`config.mk`:
```
export PLATFORM = sky130hd
export DESIGN_NAME = mod_m_prog_counter
export DESIGN_NICKNAME = d
export VERILOG_FILES = /design/src/rtl/mod_m_prog_counter_pkg.sv /design/src/rtl/mod_shadow_reg.sv /design/src/rtl/mod_m_prog_counter.sv
export SDC_FILE = /design/constraint.sdc
export NUM_CORES = 1
export LEC_CHECK = 0
export CORE_ASPECT_RATIO = 1.4
export CORE_MARGIN = 2
export CORE_UTILIZATION = 35
export CTS_CLUSTER_DIAMETER = 80
export DETAILED_ROUTE_END_ITERATION = 12
export HOLD_SLACK_MARGIN = 0.03
export SLEW_MARGIN = 20
export SYNTH_ARGS = -nofsm -noshare
export SYNTH_HDL_FRONTEND = slang
export SYNTH_HIERARCHICAL = 1
export SYNTH_SLANG_ARGS = --single-unit
```
`constraint.sdc`:
```
create_clock -name clk -period 4.2 [get_ports clk]
set_input_delay 0.84 -clock clk [delete_from_list [all_inputs] [get_ports clk]]
set_output_delay 0.84 -clock clk [all_outputs]
set_load 0.05 [all_outputs]
```
`src/rtl/mod_m_prog_counter_pkg.sv`:
```
// Shared constants for the programmable modulus counter and its modulus shadow register.
package mod_m_prog_counter_pkg;
  localparam int unsigned MOD_MIN     = 32'd1;
  localparam int unsigned UPD_AT_WRAP = 32'd0;
  localparam int unsigned UPD_NOW     = 32'd1;
endpackage

```
`src/rtl/mod_shadow_reg.sv`:
```
// Pending/active modulus pair; the pending value moves to active on an apply strobe,
// or the written value goes straight to active when IMMEDIATE selects it.
module mod_shadow_reg
  import mod_m_prog_counter_pkg::*;
#(
  parameter int N         = 4,
  parameter int M         = 10,
  parameter int IMMEDIATE = 0
) (
  input  logic         clk,
  input  logic         reset_n,
  input  logic         wr,
  input  logic [N-1:0] wr_val,
  input  logic         apply,
  output logic [N-1:0] active,
  output logic [N-1:0] active_nxt
);
  localparam logic [N-1:0] M_N   = M[N-1:0];
  localparam logic [N-1:0] MIN_N = N'(MOD_MIN);

  logic [N-1:0] act_r, pend_r, eff_s;
  logic [N-1:0] act_nxt_s, pend_nxt_s;
  logic         pend_vld_r, pend_vld_nxt_s;

  // Moduli of 0 or 1 collapse to the minimum legal modulus.
  function automatic logic [N-1:0] eff_mod(input logic [N-1:0] v);
    if (v <= MIN_N) begin
      eff_mod = MIN_N;
    end else begin
      eff_mod = v;
    end
  endfunction

  assign eff_s = eff_mod(wr_val);

  // Next-state selection for the active and pending moduli.
  always_comb begin
    act_nxt_s      = act_r;
    pend_nxt_s     = pend_r;
    pend_vld_nxt_s = pend_vld_r;
    if (IMMEDIATE == UPD_NOW) begin
      if (wr) begin
        act_nxt_s = eff_s;
      end else begin
        act_nxt_s = act_r;
      end
    end else begin
      // An apply in the same cycle as a write takes the older pending value.
      if (apply && pend_vld_r) begin
        act_nxt_s = pend_r;
      end else begin
        act_nxt_s = act_r;
      end
      if (wr) begin
        pend_nxt_s     = eff_s;
        pend_vld_nxt_s = 1'b1;
      end else if (apply) begin
        pend_vld_nxt_s = 1'b0;
      end else begin
        pend_vld_nxt_s = pend_vld_r;
      end
    end
  end

  // Modulus state registers.
  always_ff @(posedge clk or negedge reset_n) begin
    if (!reset_n) begin
      act_r      <= M_N;
      pend_r     <= M_N;
      pend_vld_r <= 1'b0;
    end else begin
      act_r      <= act_nxt_s;
      pend_r     <= pend_nxt_s;
      pend_vld_r <= pend_vld_nxt_s;
    end
  end

  assign active     = act_r;
  assign active_nxt = act_nxt_s;
endmodule

```
`src/rtl/mod_m_prog_counter.sv`:
```
// Run-time programmable modulus up/down counter with clear, load and cascade ticks.
module mod_m_prog_counter
  import mod_m_prog_counter_pkg::*;
#(
  parameter int N             = 4,
  parameter int M             = 10,
  parameter int UPD_IMMEDIATE = 0
) (
  input  logic         clk,
  input  logic         reset_n,
  input  logic         en,
  input  logic         up,
  input  logic         clr,
  input  logic         ld,
  input  logic [N-1:0] ld_val,
  input  logic         mod_wr,
  input  logic [N-1:0] mod_in,
  output logic [N-1:0] q,
  output logic [N-1:0] mod_q,
  output logic         max_tick,
  output logic         min_tick
);
  localparam logic [N-1:0] ZERO_N = {N{1'b0}};
  localparam logic [N-1:0] ONE_N  = {{(N-1){1'b0}}, 1'b1};

  logic [N-1:0] q_r, q_nxt_s;
  logic [N-1:0] mod_q_s, mod_nxt_s, mod_m1_s, mnxt_m1_s;
  logic         wrap_s, apply_s;

  mod_shadow_reg #(
    .N         (N),
    .M         (M),
    .IMMEDIATE (UPD_IMMEDIATE)
  ) u_shadow (
    .clk        (clk),
    .reset_n    (reset_n),
    .wr         (mod_wr),
    .wr_val     (mod_in),
    .apply      (apply_s),
    .active     (mod_q_s),
    .active_nxt (mod_nxt_s)
  );

  assign mod_m1_s  = mod_q_s - ONE_N;
  assign mnxt_m1_s = mod_nxt_s - ONE_N;
  assign wrap_s    = en & (up ? (q_r >= mod_m1_s) : (q_r == ZERO_N));
  assign apply_s   = clr | ld | wrap_s;

  // Count next state: clr > ld > step > hold.
  always_comb begin
    q_nxt_s = q_r;
    if (clr) begin
      q_nxt_s = ZERO_N;
    end else if (ld) begin
      q_nxt_s = (ld_val > mnxt_m1_s) ? mnxt_m1_s : ld_val;
    end else if (en) begin
      if (up) begin
        q_nxt_s = (q_r >= mod_m1_s) ? ZERO_N : (q_r + ONE_N);
      end else if (q_r == ZERO_N) begin
        q_nxt_s = mod_m1_s;
      end else if (q_r > mod_m1_s) begin
        q_nxt_s = mod_m1_s;
      end else begin
        q_nxt_s = q_r - ONE_N;
      end
    end else begin
      q_nxt_s = q_r;
    end
  end

  // Count register.
  always_ff @(posedge clk or negedge reset_n) begin
    if (!reset_n) begin
      q_r <= ZERO_N;
    end else begin
      q_r <= q_nxt_s;
    end
  end

  assign q        = q_r;
  assign mod_q    = mod_q_s;
  assign max_tick = en & up & (q_r == mod_m1_s);
  assign min_tick = en & ~up & (q_r == ZERO_N);
endmodule

```
; ---- Word level (Yosys, flattened, before mapping)
; Cells that the tools add are included.
; Widths: inputs -> output; s select.
[op_classes]
magnitude_cmp = 4
bitwise = 8
eq_ne = 1
n_addsub = 4
reduce_logical = 4
mux = 13
[op_table]
columns = cell, n
row1 = $mux 4, 10
row2 = $sub 4x1->4 const B, 3
row3 = $gt 4x4->1, 2
row4 = $and 1x1->1, 5
row5 = $add 4x1->4 const B, 1
row6 = $eq 4x4->1, 1
row7 = $ge 4x4->1, 1
row8 = $le 4x1->1 const B, 1
row9 = $logic_not 4->1, 1
row10 = $mux 1, 3
row11 = $reduce_bool 3->1, 1
row12 = $or 1x1->1, 2
row13 = $reduce_bool 2->1, 1
row14 = $logic_and 1x1->1, 1
row15 = $not 1->1, 1
[totals]
regBits = 13
word_cells = 38
inputBits = 15

; ---- Logic depth before layout (Yosys ltp)
; Gate-level depths: netlist of run 1.
[depth]
word_depth = 12
mapped_depth = 18
mapped_depth_nobuf = 18

; ---- Cells and area by module
; Netlist of run 1, hierarchy kept.
[modules_own_cells]
columns = module, instances, cells_per_inst, seq_area_each_um2, area_each_um2
row1 = mod_m_prog_counter, 1, 98, 100.1, 830.8
row2 = mod_shadow_reg, 1, 23, 230.2, 344.1

; ---- Worst setup path before layout of run 1
; OpenSTA, ideal clock, no wires.
[synth_path]
kind = reg-to-reg
startpoint = reg u_shadow.act_r[0] (netlist: u_shadow/active[0])
endpoint = reg q_r[3] (netlist: q[3])
path_stages_with_launch = 19
synth_period_minus_slack_ns = 4.556
setup_slack_ns = -0.356
arrival_time_ns = 4.445
setup_time_ns = 0.111
path_cell_list = dfrtp_1 -> inv_1 -> ha_1 -> xnor2_1 -> ha_1 -> and4_1 -> a2111o_1 -> o221ai_1 -> nand2_1 -> nand2_1 -> mux2_1 -> inv_1 -> ha_1 -> ha_1 -> nor2b_1 -> o211ai_1 -> a21oi_2 -> mux2_2 -> a2111oi_2
[synth_between]
elab_chain_cells = 12
[synth_rtl]
columns = element, line_no
row1 = start: declaration, mod_shadow_reg.sv:21  ; logic [N-1:0] act_r, pend_r, eff_s;
row2 = start signal: assignment, mod_shadow_reg.sv:72  ; act_r <= act_nxt_s;
row3 = $sub 4x1->4 (*), mod_m_prog_counter.sv:44  ; assign mod_m1_s = mod_q_s - ONE_N;
row4 = $ge 4x4->1 (*), mod_m_prog_counter.sv:46  ; assign wrap_s = en & (up ? (q_r >= mod_m1_s) : (q_r == ZERO_N));
row5 = $mux 1 (*), mod_m_prog_counter.sv:46
row6 = $and 1x1->1 (*), mod_m_prog_counter.sv:46
row7 = $or 1x1->1 (*), mod_m_prog_counter.sv:47  ; assign apply_s = clr | ld | wrap_s;
row8 = named net apply_s, mod_m_prog_counter.sv:28  ; logic wrap_s, apply_s;
row9 = $logic_and 1x1->1 (*), mod_shadow_reg.sv:49  ; if (apply && pend_vld_r) begin
row10 = $mux 4 (*), mod_shadow_reg.sv:49
row11 = named net mod_nxt_s[0], mod_m_prog_counter.sv:27  ; logic [N-1:0] mod_q_s, mod_nxt_s, mod_m1_s, mnxt_m1_s;
row12 = $sub 4x1->4 (*), mod_m_prog_counter.sv:45  ; assign mnxt_m1_s = mod_nxt_s - ONE_N;
row13 = $gt 4x4->1, mod_m_prog_counter.sv:55  ; q_nxt_s = (ld_val > mnxt_m1_s) ? mnxt_m1_s : ld_val;
row14 = $mux 4 (*), mod_m_prog_counter.sv:55
row15 = $mux 4 (*), mod_m_prog_counter.sv:54  ; end else if (ld) begin
row16 = $mux 4 (*), mod_m_prog_counter.sv:52  ; if (clr) begin
row17 = end signal: assignment, mod_m_prog_counter.sv:76  ; q_r <= q_nxt_s;
row18 = end: declaration, mod_m_prog_counter.sv:26  ; logic [N-1:0] q_r, q_nxt_s;
; The timed path passes the listed nets; every way through them passes the cells marked *. The select of a mux whose other input is x is not followed.
; A chain may end at the register's enable or synchronous reset.

; ---- Worst setup path in the final report of run 1
[layout_path]
startpoint = reg u_shadow.act_r[1] (netlist: u_shadow/active[1])
endpoint = reg q_r[3] (netlist: q[3])
; Same word-level chain as after synthesis.

==> run metrics, run 1 <==
status finished clean; FP Rows 24; unrepaired setup endpoints after global routing yes; drt total wl 3690 um; Post-synth EDFFs 0; Synth area leader dfrtp_1; DR vias 1,231; worst vdd ir roughly 0.32 mV; Unique masters post-synth 48; Area Overhead vs Synth 68.9%; Non-Filler Instances between 200 and 250; Slew Limit Fails 0; H-tree depth 1; CTS Hold Buffers Added 0; logic gate share of total power 0.741; switch share 0.442; remaining antenna violation count 0; Synth area leaders dfrtp_1, ha_1, dfstp_2, mux2_1, xnor2_1; Die ar. just under 4000 um2; fin area ~2000 um2; critical path arrival roughly 4.3 ns; Inserted Clock Buffers 3; proportion of layout cells with a drive suffix above 1 0.431; internal power 0.646 mW; Reg2Reg Setup Slack ~0.0030 ns; Hold Slack roughly 0.49 ns; worst hold path depth 1; Seq. cell area approximately 330 um2; worst-skew pair later-pin latency 0.25 ns; Synth async-reset ratio 1.00; fmax 0.238 GHz; final setup violation count 0; synthesized instance count about 120; PwrDens 584 nW/um2; highest-count cells in the layout ignoring fill and taps buf_4, clkdlybuf4s50_1, inv_1, dfrtp_1; Final Hold Vio Count 0; Worst Path Required around 4.4 ns; Slew HR 0.594; commonest non-fill, non-tap cell in the layout buf_4; Synth Register Bits 13; Max Cap Viol 0; Port Buf Inserts 24; placer congestion estimate between 0.9 and 1; Synthesis Warnings 6; worst slew pin tran 0.606 ns; Post-DP Area about 1700 um2; Mean Syn Cell Area 9.71 um2; clk_skew 0.00199 ns; residual DRC count 0; largest net degree at the start of global routing 14; top-area cell type share of the netlist area 0.192; startpoint class of the critical path flip-flop; Inst Count DP ~200; Pleak 0.876 nW; Hold Crit Endpoint u_shadow/pend_r[2]; initial antenna violation count 0; Reg power frac 0.159; Min Clock Period, post-route 4.20 ns; register area share after synthesis 0.281; post-synth net total approximately 150; Initial Utilization 0.373; wire length of the first global-routing pass around 6000 um; mapped cell area around 1200 um2; post-DP HPWL around 2500 um; Hold WC Path Type flip-flop to flip-flop; CTS sink count 13; crit path kind flip-flop to flip-flop; R2R Path Start u_shadow/active[1]; critical path peak fanout 4; Final period util 0.999; CTS tree built; Vert. Die Dim approximately 73 um; worst-case clock buffer depth 2; Layout fillers about 260; Top Ports 25; Hold Startpoint u_shadow/pend_r[2]; CP Capture Type flip-flop; Switch Pwr approximately 0.51 mW; number of inserted diodes 0; Final #Nets roughly 220; r2r worst-path depth 18; Reg clk slew, reported paths 0.06 ns; Die X between 50 and 60 um; first-pass iteration count of the detailed router 4; reg-to-reg endpoint q[3]; clock share of power 0.100; wire per inst 16.2 um; Total GRT Usage 0.215; DRT iter0 DRCs 24; vias in the first global route approximately 1,200; clock root buffer master clkbuf_8; multi-input logic area 938 um2; Top FF cell, synth dfrtp_1; core area between 3000 and 4000 um2; vias per cell 5.42; global route total overflow 0
==> layer usage <==
layer / GRT usage / up-vias / part of all wire
met1: 0.247 / 597 / 0.39
li1: - / 595 / -
met5: 0 / - / 0
met3: 0.0165 / 10 / 0.026
met2: 0.376 / 29 / 0.55
met4: 0.131 / 0 / 0.034
==> power groups by stage <==
| stage | sequential [mW] | combinational [mW] | clock, mW |
|---|---|---|---|
| after floorplan | 0.265 | 0.394 | 0 |
| after global routing | 0.189 | 0.925 | 0.123 |
| after detailed placement | 0.183 | 0.707 | 0 |
| after global placement | 0.185 | 0.697 | 0 |
| final | 0.185 | 0.859 | 0.115 |
| after CTS | 0.184 | 0.815 | 0.118 |
==> registers in the layout, summed over array words and instances, names as in the netlist <==
name and cells:
u_shadow/pend_r 4, u_shadow/pend_vld_r 1, q 4, u_shadow/active 4
==> through the flow <==
step	power (mW)	setup TNS [ns]	setup WS, ns	util
final	1.16	0	0.00298	0.629
after floorplan	0.659	-0.209	-0.174	-
after detailed placement	0.890	-0.484	-0.180	0.524
after global routing	1.24	-0.546	-0.162	0.629
after global placement	0.881	-0.239	-0.0865	0.524
after CTS	1.12	0	0.00569	0.618
==> layout make-up <==
type / instances / area share
Timing Repair Buffer: 66 / 0.284
Multi-Input combinational cell: 91 / 0.473
Clock buffer: 4 / 0.0227
Sequential cell: 13 / 0.167
Tap cell: 39 / 0.0246
Inverter: 14 / 0.0290
==> cells in the mapped netlist, types with 2 or more instances <==
master	number
mux2i_1	2
dfrtp_1	9
a21o_1	2
buf_4	2
mux2_1	6
nor2_1	6
ha_1	12
xor2_1	2
inv_1	13
o211ai_1	3
nor3_1	5
and4_1	2
a2111oi_2	2
nor3b_1	2
dfstp_2	4
a2111oi_0	2
nand2_1	3
xnor2_1	6
a21oi_1	5
mux2_2	2
o31ai_1	3
a311oi_1	2
==> critical path: stages (launching register included) <==
cell       delay, ns
dfstp_2         0.56
inv_2           0.05
ha_4            0.17
xnor2_4         0.18
ha_4            0.23
and4_1          0.19
a2111o_1        0.31
o221ai_1        0.15
nand2_1         0.14
nand2_4         0.13
mux2_4          0.36
inv_4           0.07
ha_4            0.20
ha_4            0.26
nor2b_4         0.13
o211ai_1        0.12
a21oi_2         0.23
mux2_4          0.33
a2111oi_4       0.27
==> how the worst max path moves through the flow <==
stage	from	to	slack [ns]
after detailed placement	u_shadow/active[1]	q[1]	-0.18
after global placement	u_shadow/active[1]	q[2]	-0.09
after global routing	u_shadow/active[2]	q[1]	-0.16
after CTS	u_shadow/active[1]	q[3]	0.006
after floorplan	u_shadow/active[1]	q[3]	-0.17
final	u_shadow/active[1]	q[3]	0.003
==> cells by family (layout without fill, tap and decap cells) <==
| logic type | after synthesis | after routing | share of synthesized area |
|---|---|---|---|
| adders and majority gates | 12 | 12 | 0.128 |
| muxes | 10 | 10 | 0.0937 |
| buffers and inverters | 17 | 84 | 0.0671 |
| xor gates and xnor gates | 8 | 8 | 0.0596 |
| and+or+nand+nor | 28 | 28 | 0.145 |
| DFF | 13 | 13 | 0.281 |
| AOI/OAI and AO/OA | 33 | 33 | 0.226 |
==> repair_timing <==
action	CTS	global route
setup buffers	24	2
endpoints found under the setup margin	4	5
pin swaps	12	8
gates resized for setup	10	8
(Power assumes the default switching activity.)
==> run 2, diff against run 1 <==
--- a/config.mk
+++ b/config.mk
@@ -11,6 +11,7 @@
 export CTS_CLUSTER_DIAMETER = 80
 export DETAILED_ROUTE_END_ITERATION = 12
 export HOLD_SLACK_MARGIN = 0.03
+export SETUP_SLACK_MARGIN = 0.05
 export SLEW_MARGIN = 20
 export SYNTH_ARGS = -nofsm -noshare
 export SYNTH_HDL_FRONTEND = slang
==> run 2 against run 1 <==
Effect of this change:
- critical path type unchanged
- count of clock-buffer cells in the layout is the same
- sequential power shrank 4%
- clock skew shrank 0.00058 ns
- cell area shrank 5.6%
- largest cell class unchanged
- sequential share of layout area grew 0.99 points
- via count shrank 5.3%
- core utilization shrank 3.5 points
- critical endpoint unchanged
==> run metrics, run 2 (same netlist as run 1, synthesis figures left out) <==
status finished clean; wire length of the first global-routing pass 5670 um (-4.4%); number of inserted diodes 0 (unchanged); M1 GR Usage 0.218 (-0.0286); Final #Nets 205 (-5.1%); highest-count cells in the layout ignoring fill and taps buf_4, clkdlybuf4s50_1, inv_1, ha_1, dfrtp_1; Max Cap Viol 0 (unchanged); final setup violation count 0 (unchanged); wire per inst 15.6 um (-3.7%); GRT Max-Usage Layer met2; CP cell instances inv_2 -> ha_4 -> xnor2_2 -> ha_1 -> and4_1 -> a2111o_1 -> o221ai_2 -> nand2_2 -> nand2_4 -> mux2_4 -> inv_4 -> ha_4 -> ha_4 -> nor2b_4 -> o211ai_1 -> a21oi_2 -> mux2_4 -> a2111oi_4; fmax 0.240 GHz (+0.65%); Die X 53.0 um (unchanged); startpoint class of the critical path flip-flop; Area Overhead vs Synth 59.4%; vias in the first global route 1,251 (+0.16%); crit path kind flip-flop to flip-flop; PwrDens 600 nW/um2 (+2.7%); commonest non-fill, non-tap cell in the layout buf_4; worst slew pin tran 0.584 ns (-0.0222 ns); global route total overflow 0 (unchanged); initial antenna violation count 0 (unchanged); unrepaired setup endpoints after global routing yes; clock root buffer master clkbuf_8; Reg clk slew, reported paths 0.05 ns (about the same); post-DP HPWL 2760 um (+13%); Slew Limit Fails 0 (unchanged); CP Capture Type flip-flop; critical path arrival 4.31 ns (-0.03 ns); Total GRT Usage 0.202 (-0.0130); residual DRC count 0 (unchanged); critical path peak fanout 4 (unchanged); first-pass iteration count of the detailed router 4 (unchanged); M3 GR Usage 0.0185 (+0.00206); Min Clock Period, post-route 4.17 ns (-0.0269 ns); Die ar. 3840 um2 (unchanged); vias per cell 5.40 (-0.46%); placer congestion estimate 0.832 (-14%); Top Ports 25 (unchanged); core area 3150 um2 (unchanged); CTS Hold Buffers Added 0 (unchanged); met2 Resource Use GR 0.375 (-0.00139); remaining antenna violation count 0 (unchanged); worst vdd ir 0.359 mV (+14%); CP max stage delay 0.56 ns (about the same); Initial Utilization 0.373 (unchanged); DRT iter0 DRCs 20 (-17%); CTS sink count 13 (unchanged); worst-case clock buffer depth 2 (unchanged); Worst Path Required 4.34 ns (about the same); worst-skew pair later-pin latency 0.24 ns (about the same); largest net degree at the start of global routing 14 (unchanged); Post-DP Area 1680 um2 (+1.8%); Slew HR 0.609 (+0.0148); CTS tree built; Layout Utilization 0.594 (-0.0353); DR vias 1,166 (-5.3%); proportion of layout cells with a drive suffix above 1 0.401 (-0.0297); Final Hold Vio Count 0 (unchanged); Vert. Die Dim 72.6 um (unchanged); Pleak 0.830 nW (-5.3%); FP Rows 24 (unchanged); H-tree depth 1 (unchanged); setup TNS 0 ns (unchanged); fin area 1870 um2 (-5.6%); Port Buf Inserts 24 (unchanged); clk_skew 0.00141 ns (-0.000582 ns); Hold WC Path Type flip-flop to flip-flop; drt total wl 3380 um (-8.4%); Inserted Clock Buffers 3 (unchanged); CP max stage cell dfstp_2; Final period util 0.993 (-0.00641); CP most frequent cell ha_4
[run 2: final cells by class]
| cell class | instances | area [um2] |
|---|---|---|
| clock buffers | 4 | 45.0 |
| fillers | 267 | 1280 |
| inverters | 14 | 57.6 |
| multi-input cells | 91 | 917 |
| flip-flops and latches | 13 | 332 |
| well taps | 39 | 48.8 |
| repair buffers | 55 | 473 |
[run 2: critical path, delay by kind of cell (launching register included)]
family          cells  cell delay (ns)
compound gates      5             1.14
fa+ha+maj           4             0.92
mux                 2             0.69
flops               1             0.56
simple gates        4             0.49
xor+xnor            1             0.13
buf+inv             2             0.12
[run 2: final timing paths]
path                                         start                  to  slack (ns)  cells after the start
worst max-delay path            u_shadow/active[1]                q[3]        0.03                     18
worst min-delay path            u_shadow/pend_r[2]  u_shadow/pend_r[2]        0.52                      1
worst max register to register  u_shadow/active[1]                q[3]        0.03                     18
worst min register to register  u_shadow/pend_r[2]  u_shadow/pend_r[2]        0.52                      1
max in group asynchronous                  reset_n  u_shadow/active[0]        2.81                      1
min in group asynchronous                  reset_n                q[1]        0.97                      1
[run 2: power by group]
group          internal [mW]  switching (mW)  leakage [nW]
sequential             0.157          0.0208         0.150
combinational          0.411           0.424         0.657
clock                 0.0670          0.0440        0.0228
[run 2: metrics by stage]
step	std cells	hold WS, ns	setup slack [ns]	total power [mW]
floorplan	121	0.450	-0.173	0.659
global placement	203	0.480	0.00919	0.903
detailed placement	203	0.503	-0.104	0.914
CTS	213	0.523	0.0428	1.07
global route	216	0.545	-0.166	1.20
finish	216	0.523	0.0299	1.12
[run 2: metal layers]
metal / up-vias / wire length [um]
li1: 569 / -
met1: 566 / 1290
met2: 25 / 1910
met3: 6 / 97
met4: 0 / 73
met5: - / 0
[run 2: repair_timing]
item                                   CTS  global route
resized for setup                        6             9
endpoints found under the hold margin    0             0
setup endpoints to repair                4             4
buffers inserted                         6             3
pin swaps                               10             6
